[src/rtl/secmax_session_arbiter.sv]
// secmax_session_arbiter: round-robin session arbiter reporting the largest and second-largest sample of each session.
module secmax_session_arbiter #(
  parameter int DATA_WIDTH = 32,
  parameter int NUM_REQ    = 4,
  localparam int IDW       = (NUM_REQ > 1) ? $clog2(NUM_REQ) : 1
) (
  input  logic                          clk,
  input  logic                          reset,
  input  logic [NUM_REQ-1:0]            req,
  input  logic [NUM_REQ-1:0]            in_valid,
  input  logic [NUM_REQ*DATA_WIDTH-1:0] in_data,
  input  logic [NUM_REQ-1:0]            in_last,
  output logic [NUM_REQ-1:0]            in_ready,
  output logic [NUM_REQ-1:0]            gnt,
  output logic                          res_valid,
  input  logic                          res_ready,
  output logic [DATA_WIDTH-1:0]         res_sec,
  output logic [DATA_WIDTH-1:0]         res_max,
  output logic [IDW-1:0]                res_id,
  output logic [15:0]                   res_count,
  output logic                          busy
);
  typedef enum logic [1:0] {IDLE, STREAM, RESULT} state_t;
  state_t                state_q, state_d;
  logic [IDW-1:0]        id_q, id_d, ptr_q, ptr_d, win, cand;
  logic [DATA_WIDTH-1:0] max_q, max_d, sec_q, sec_d, sample;
  logic [15:0]           cnt_q, cnt_d;
  logic                  found, acc;
  always_comb begin
    state_d = state_q;
    id_d    = id_q;
    ptr_d   = ptr_q;
    max_d   = max_q;
    sec_d   = sec_q;
    cnt_d   = cnt_q;
    win     = ptr_q;
    cand    = ptr_q;
    found   = 1'b0;
    // Search upward from the slot after the last finished session, with wrap.
    for (int k = 1; k <= NUM_REQ; k++) begin
      cand = IDW'((int'(ptr_q) + k) % NUM_REQ);
      if (!found && req[cand]) begin
        found = 1'b1;
        win   = cand;
      end
    end
    sample = in_data[id_q*DATA_WIDTH +: DATA_WIDTH];
    acc    = (state_q == STREAM) && in_valid[id_q];
    if (state_q == IDLE && found) begin
      state_d = STREAM;
      id_d    = win;
      max_d   = '0;
      sec_d   = '0;
      cnt_d   = '0;
    end
    if (acc) begin
      if (sample >= max_q) begin
        sec_d = max_q;
        max_d = sample;
      end else if (sample > sec_q) begin
        sec_d = sample;
      end
      cnt_d = (cnt_q == 16'hFFFF) ? cnt_q : cnt_q + 16'd1;
      if (in_last[id_q]) state_d = RESULT;
    end
    if (state_q == RESULT && res_ready) begin
      state_d = IDLE;
      ptr_d   = id_q;
    end
  end
  always_ff @(posedge clk) begin
    if (reset) begin
      state_q <= IDLE;
      id_q    <= '0;
      ptr_q   <= IDW'(NUM_REQ - 1);
      max_q   <= '0;
      sec_q   <= '0;
      cnt_q   <= '0;
    end else begin
      state_q <= state_d;
      id_q    <= id_d;
      ptr_q   <= ptr_d;
      max_q   <= max_d;
      sec_q   <= sec_d;
      cnt_q   <= cnt_d;
    end
  end
  assign gnt       = (state_q == STREAM) ? NUM_REQ'(1) << id_q : '0;
  assign in_ready  = gnt;
  assign res_valid = state_q == RESULT;
  assign busy      = state_q != IDLE;
  assign res_sec   = sec_q;
  assign res_max   = max_q;
  assign res_id    = id_q;
  assign res_count = cnt_q;
endmodule

[config.mk]
export PLATFORM = sky130hd
export DESIGN_NAME = secmax_session_arbiter
export DESIGN_NICKNAME = d
export VERILOG_FILES = /design/src/rtl/secmax_session_arbiter.sv
export SDC_FILE = /design/constraint.sdc
export NUM_CORES = 1
export LEC_CHECK = 0
export ABC_CLOCK_PERIOD_IN_PS = 3600
export CORE_MARGIN = 5
export CORE_UTILIZATION = 25
export CTS_CLUSTER_SIZE = 28
export DETAILED_ROUTE_END_ITERATION = 10
export GPL_TIMING_DRIVEN = 0
export PLACE_DENSITY_LB_ADDON = 0.25
export SETUP_SLACK_MARGIN = 0.1
export SYNTH_ARGS = -nofsm -noshare
export SYNTH_HDL_FRONTEND = slang
export SYNTH_SLANG_ARGS = --single-unit
[constraint.sdc]
create_clock -name clk -period 3.6 [get_ports clk]
set_clock_uncertainty 0.1 [all_clocks]
set_input_delay 0.54 -clock clk [delete_from_list [all_inputs] [get_ports clk]]
set_output_delay 0.54 -clock clk [all_outputs]
set_load 0.05 [all_outputs]
==> qor.txt, run 1 <==
Status -> finished, final reports clean
Crit-path max FO -> 7
Ant. Diodes -> 0
Most area-hungry cell type in the Yosys netlist -> dfxtp_1
Final Hold Vio Count -> 0
VDD IR max -> 0.189 mV
Syn Inst Count -> 733
Initial drt markers -> 343
Tmin final -> 3.56 ns
Syn. warnings -> 0
Final Net Count -> 1241
Fill count -> 2386
Worst Path Buf+Inv -> 5
RSZ-0062 raised after global routing -> yes
Syn Nets -> 941
Post-synth EDFFs -> 0
Endpoints failing setup -> 0
CTS sink cnt -> 86
Via/cell ratio -> 4.95
Detailed Place HPWL -> 19.1 mm
Layout cells sized above 1 -> 24.9%
Slew Viols, Final -> 0
Die footprint -> 28100 um2
GRT Overall Usage -> 17.3%
Synthesis-to-finish area growth -> 73.8%
Yosys cell types -> 57
Critical-path cell list -> clkbuf_16 -> buf_16 -> buf_12 -> mux4_2 -> ha_4 -> nand2_2 -> nor4_4 -> buf_4 -> and4_4 -> a21oi_4 -> a41o_4 -> buf_8 -> a221o_1
Post-synthesis async set-or-reset flop share -> 0%
Final Total Pwr -> 4.18 mW
RD Place Congestion -> 0.816
Initial antenna violation count -> 0
First-pass GRT wire length -> 38.2 mm
Syn_area_per_cell -> 8.49 um2
Crit share post-route -> 98.9%
Achievable Freq -> 0.281 GHz
Non-Filler Instances -> 1362
Max_cap viols -> 0
Die Width -> 168 um
Clk slew on worst S/H paths -> 0.07 ns
Post-route ant nets -> 0
Pre-Repair DR Iteration Count -> 6
Placed Cells -> 1290
Sequential area share after synthesis -> 27.7%
Core Rows -> 57
Critical Path End Type -> flop
Crit path launch type -> flop
Clock latency on the worst-skew pair -> 0.35 ns
Data required time at the worst endpoint -> 3.74 ns
Io pins -> 235
Routed WL -> 25.9 mm
Synth area leaders -> dfxtp_1 28%, ha_1 13%, mux4_2 12%
CP peak stage delay -> 0.57 ns
P_leak -> 3.64 nW
Slew HR -> 40.7%
Vias in the first global route -> 6662
DRC viols -> 0
Most common cell after layout, fill and taps aside -> clkdlybuf4s50_1
Root buf cell -> clkbuf_16
Commonest non-fill, non-tap cells in the layout -> 233 x clkdlybuf4s50_1, 84 x dfxtp_1, 70 x inv_1
Number of H-tree levels -> 3
CTS tree -> done
WP data arrival -> 3.69 ns
Kind of critical path -> flop to flop
Total gr overflow -> 0
Power Density -> 387 nW/um2
Top_reg_cell synth -> dfxtp_1
Maximum number of pins on one net before global-route repair -> 15
CP max stage cell -> mux4_2
I/O Buffers -> 233
#FFs+latches synth -> 86
Initial Util -> 25.5%
CTS Buf Count -> 9
Core ar. -> 24400 um2
Post-DR wirelength/cell -> 19.0 um
CTS Buffer Depth -> 2
Worst slew pin tran -> 0.890 ns
Via Count -> 6738
Die height -> 168 um
Worst min path class -> flop to flop
Mapped Area -> 6220 um2
Synth top area share -> 27.7%
Crit path max-delay family -> buffers and inverters
## metal layers
layer	wire length (um)	share of wire [%]	vias to the layer above	GRT usage (%)
met5	0	0	-	0
met4	647	2.5	0	4.20
met3	1720	6.6	35	4.48
met2	12500	48	215	30.0
met1	11100	43	3211	21.6
li1	-	-	3277	-
## metrics by stage
stage / worst slack, ns / cell area (um2) / setup TNS [ns] / hold slack (ns) / utilization [%]
5_1_grt: -0.112 / 10800 / -2.40 / 0.393 / 44.3
3_3_place_gp: -0.679 / 9010 / -32.11 / 0.371 / 36.9
6_report: 0.0412 / 10800 / 0 / 0.377 / 44.3
2_1_floorplan: 0.106 / 6270 / 0 / 0.363 / -
4_1_cts: 0.0243 / 10200 / 0 / 0.384 / 41.7
3_5_place_dp: -0.664 / 9010 / -32.17 / 0.374 / 36.9
## report_power, final
group,switching (mW),total [mW],internal (mW)
logic,1.15,2.14,0.988
registers,0.0556,1.06,1.00
clock network,0.420,0.978,0.558
total,1.63,4.18,2.55
## cells by family (layout without fill, tap and decap cells)
group / count (synthesis) / in the layout / synth area share, %
buffers and inverters: 117 / 422 / 7.80
AND/OR/NAND/NOR: 249 / 249 / 19.7
AO/OA/AOI/OAI: 162 / 162 / 16.6
multiplexers: 45 / 45 / 13.9
flip-flops: 86 / 86 / 27.7
adder cells (fa/ha/maj): 65 / 65 / 13.1
XOR/XNOR: 9 / 9 / 1.27
## registers in the layout (all words and copies together), names as in the netlist
register	count
res_max	32
res_sec	32
res_count	16
ptr_q	2
res_id	2
state_q	2
## Yosys cell counts (all sizes together) (15+ instances only)
master  count
inv        70
nand4      15
nand3      51
buf        18
o21ai      37
a21oi      69
clkbuf     29
nand2      67
mux4       33
a221o      18
dfxtp      86
nor2       44
ha         65
nor3       27
## layout make-up
cell class              count  area (um2)  share of cell area, %
multi-input cells         530        4740                   43.9
repair buffers            290        2920                   27.0
flip-flops and latches     86        1730                   16.0
plain buffers              46         458                   4.24
well taps                 324         405                   3.75
inverters                  70         263                   2.43
clock buffers              11         243                   2.24
clock inverters             5        57.6                  0.532
## final timing paths
kind                                     to  slack (ns)  cells after the start         from
worst min register to register  res_max[21]        0.38                      2  res_max[21]
worst max-delay path            res_sec[24]        0.04                     13    res_id[0]
worst max register to register  res_sec[24]        0.04                     13    res_id[0]
worst min-delay path            res_max[21]        0.38                      2  res_max[21]
## tightest hold or removal path, delay by kind of cell, from the launching register on
| family | cells | cell delay (ns) |
|---|---|---|
| AO/OA/AOI/OAI | 1 | 0.04 |
| flip-flops | 1 | 0.33 |
| AND/OR/NAND/NOR | 1 | 0.06 |
## repair_timing
action                     CTS  global route
setup buffers               44             7
hold buffers                 0             0
pin swaps                   34            51
gates cloned                 4             2
resized for setup           94           118
setup endpoints to repair   64            64
Power figures use the tool's default switching activity.
==> run 2, diff against run 1 <==
- SLEW_MARGIN: unset -> 20
==> results of run 2 <==
Final layout, timing and power as in run 1 (identical DEF).
==> run 3, diff against run 2 <==
- ABC_CLOCK_PERIOD_IN_PS: 3600 -> 3700
- CTS_CLUSTER_DIAMETER: unset -> 80
- clock period: 3.6 -> 3.7 ns (I/O delays scaled with it)
==> qor.txt, run 3 (synthesized netlist as in run 1, its figures left out) <==
Die Width -> 168 um (unchanged)
Worst R2R End -> res_sec[20]
Maximum number of pins on one net before global-route repair -> 14 (-1)
Routed wl met3 -> 1.62 mm (-5.7%)
Data required time at the worst endpoint -> 3.84 ns (+0.10 ns)
CP peak stage delay -> 0.58 ns (about the same)
CTS Buffer Depth -> 2 (unchanged)
Number of H-tree levels -> 3 (unchanged)
P_leak -> 3.51 nW (-3.6%)
Final Net Count -> 1221 (-1.6%)
Worst min path class -> flop to flop
Flop-to-flop setup slack -> 0.13 ns (+0.08 ns)
GRT Overall Usage -> 16.6% (-0.77 points)
Io pins -> 235 (unchanged)
Routed WL -> 25.0 mm (-3.6%)
Via Count -> 6632 (-1.6%)
Via/cell ratio -> 4.95 (about the same)
Hold Path End -> res_max[7]
RD Place Congestion -> 0.796 (-2.5%)
Power Density -> 395 nW/um2 (+2.1%)
Post-DR wirelength/cell -> 18.7 um (-2.0%)
Initial antenna violation count -> 0 (unchanged)
Max_cap viols -> 0 (unchanged)
Tmin final -> 3.57 ns (+0.0156 ns)
Highest Signal Layer -> met4
Layout cells sized above 1 -> 15.0% (-9.9 points)
Critical path's most frequent cell -> buf_12
RSZ-0062 raised after global routing -> yes
R2R depth -> 12 (-1)
WL met2 -> 11.8 mm (-5.4%)
Endpoints failing setup -> 0 (unchanged)
Crit path launch type -> flop
Commonest non-fill, non-tap cells in the layout -> 233 x clkdlybuf4s50_1, 84 x dfxtp_1, 70 x inv_1
Slew HR -> 49.9% (+9.2 points)
Clk slew on worst S/H paths -> 0.07 ns (about the same)
RR Startpoint -> res_id[0]
Critical-path cell list -> buf_12 -> buf_12 -> mux4_2 -> ha_4 -> nand4_1 -> buf_4 -> a2111oi_4 -> o311a_1 -> o21ai_4 -> a41o_4 -> clkbuf_16 -> a221o_1
DRC viols -> 0 (unchanged)
Setup tns final -> 0 ns (unchanged)
Die height -> 168 um (unchanged)
Kind of critical path -> flop to flop
Critical Path End Type -> flop
Core Rows -> 57 (unchanged)
I/O Buffers -> 233 (unchanged)
Detailed Place HPWL -> 18.9 mm (-0.79%)
Metal1 wirelength -> 11.0 mm (-1.1%)
CTS sink cnt -> 86 (unchanged)
Post-route ant nets -> 0 (unchanged)
First-pass GRT wire length -> 36.5 mm (-4.2%)
CP max stage cell -> mux4_2
Clock latency on the worst-skew pair -> 0.35 ns (about the same)
VDD IR max -> 0.194 mV (+2.5%)
Most common cell after layout, fill and taps aside -> clkdlybuf4s50_1
Slew Viols, Final -> 0 (unchanged)
Worst slew pin tran -> 0.752 ns (-0.138 ns)
Hold path cells -> 2 (unchanged)
Initial drt markers -> 441 (+29%)
Pre-Repair DR Iteration Count -> 5 (-1)
Crit-path max FO -> 6 (-1)
CTS Buf Count -> 9 (unchanged)
Die footprint -> 28100 um2 (unchanged)
Synthesis-to-finish area growth -> 63.5%
Final Hold Vio Count -> 0 (unchanged)
Final Total Pwr -> 4.01 mW (-4.0%)
Ant. Diodes -> 0 (unchanged)
Crit share post-route -> 96.6% (-2.3 points)
Initial Util -> 25.5% (unchanged)
CTS tree -> done
Achievable Freq -> 0.280 GHz (-0.44%)
Total gr overflow -> 0 (unchanged)
Core ar. -> 24400 um2 (unchanged)
# hold bufs at CTS -> 0 (unchanged)
Final Util -> 41.7% (-2.6 points)
Root buf cell -> clkbuf_16
Vias in the first global route -> 6485 (-2.7%)
WP data arrival -> 3.71 ns (+0.02 ns)
Worst hold start -> res_max[7]
Status -> finished, final reports clean
run 3: report_power, final:
group,switching (mW),total (mW),internal (mW)
clock,0.400,1.11,0.713
sequential,0.0539,1.03,0.976
combinational,1.03,1.87,0.841
total,1.48,4.01,2.53
run 3: timing repair:
item                       in CTS  in global routing
setup endpoints to repair      64                 64
pin swaps                       4                 31
cloned                          0                  4
gates resized for setup        40                 60
hold endpoints to repair        0                  0
buffers inserted               15                 20
run 3: layout make-up:
| cell class | instances | area [um2] |
|---|---|---|
| Clock buffer | 11 | 264 |
| Sequential cell | 86 | 1730 |
| Multi-Input combinational cell | 530 | 4270 |
| Tap cell | 324 | 405 |
| Timing Repair Buffer | 271 | 2770 |
| Fill cell | 2469 | 14200 |
| Inverter | 70 | 263 |
| Buffer | 45 | 387 |
| Clock inverter | 3 | 90.1 |
run 3: per-stage QoR:
step | cell area, um2 | worst slack (ns) | hold WS, ns | instances
floorplan | 6250 | 0.101 | 0.363 | 733
global placement | 8980 | -0.877 | 0.371 | 1290
detailed placement | 8980 | -0.873 | 0.375 | 1290
CTS | 9620 | 0.0811 | 0.385 | 1317
global route | 10200 | 0.0193 | 0.420 | 1340
finish | 10200 | 0.126 | 0.385 | 1340
run 3: worst max-delay path: cells and delay by family, from the launching register on:
| kind | cells | cell delay [ns] |
|---|---|---|
| adder cells (fa/ha/maj) | 1 | 0.31 |
| multiplexers | 1 | 0.58 |
| buffers and inverters | 4 | 0.64 |
| flip-flops | 1 | 0.45 |
| AND/OR/NAND/NOR | 1 | 0.13 |
| AO/OA/AOI/OAI | 5 | 1.26 |
run 3: worst max-delay path by stage:
| stage | start | endpoint | cells past startpoint |
|---|---|---|---|
| after CTS | res_id[0] | res_max[17] | 13 |
| final | res_id[0] | res_sec[20] | 12 |
| after global placement | res_id[1] | res_sec[9] | 13 |
| after global routing | res_id[0] | res_sec[25] | 12 |
| after floorplan | res_id[0] | res_sec[11] | 13 |
| after detailed placement | res_id[1] | res_sec[13] | 13 |
run 3: per-layer routing:
metal  vias to the layer above  global-route usage (%)
met5                         -                       0
met4                         0                    4.41
met3                        24                    4.41
met2                       208                    27.6
met1                      3167                    21.2
li1                       3233                       -
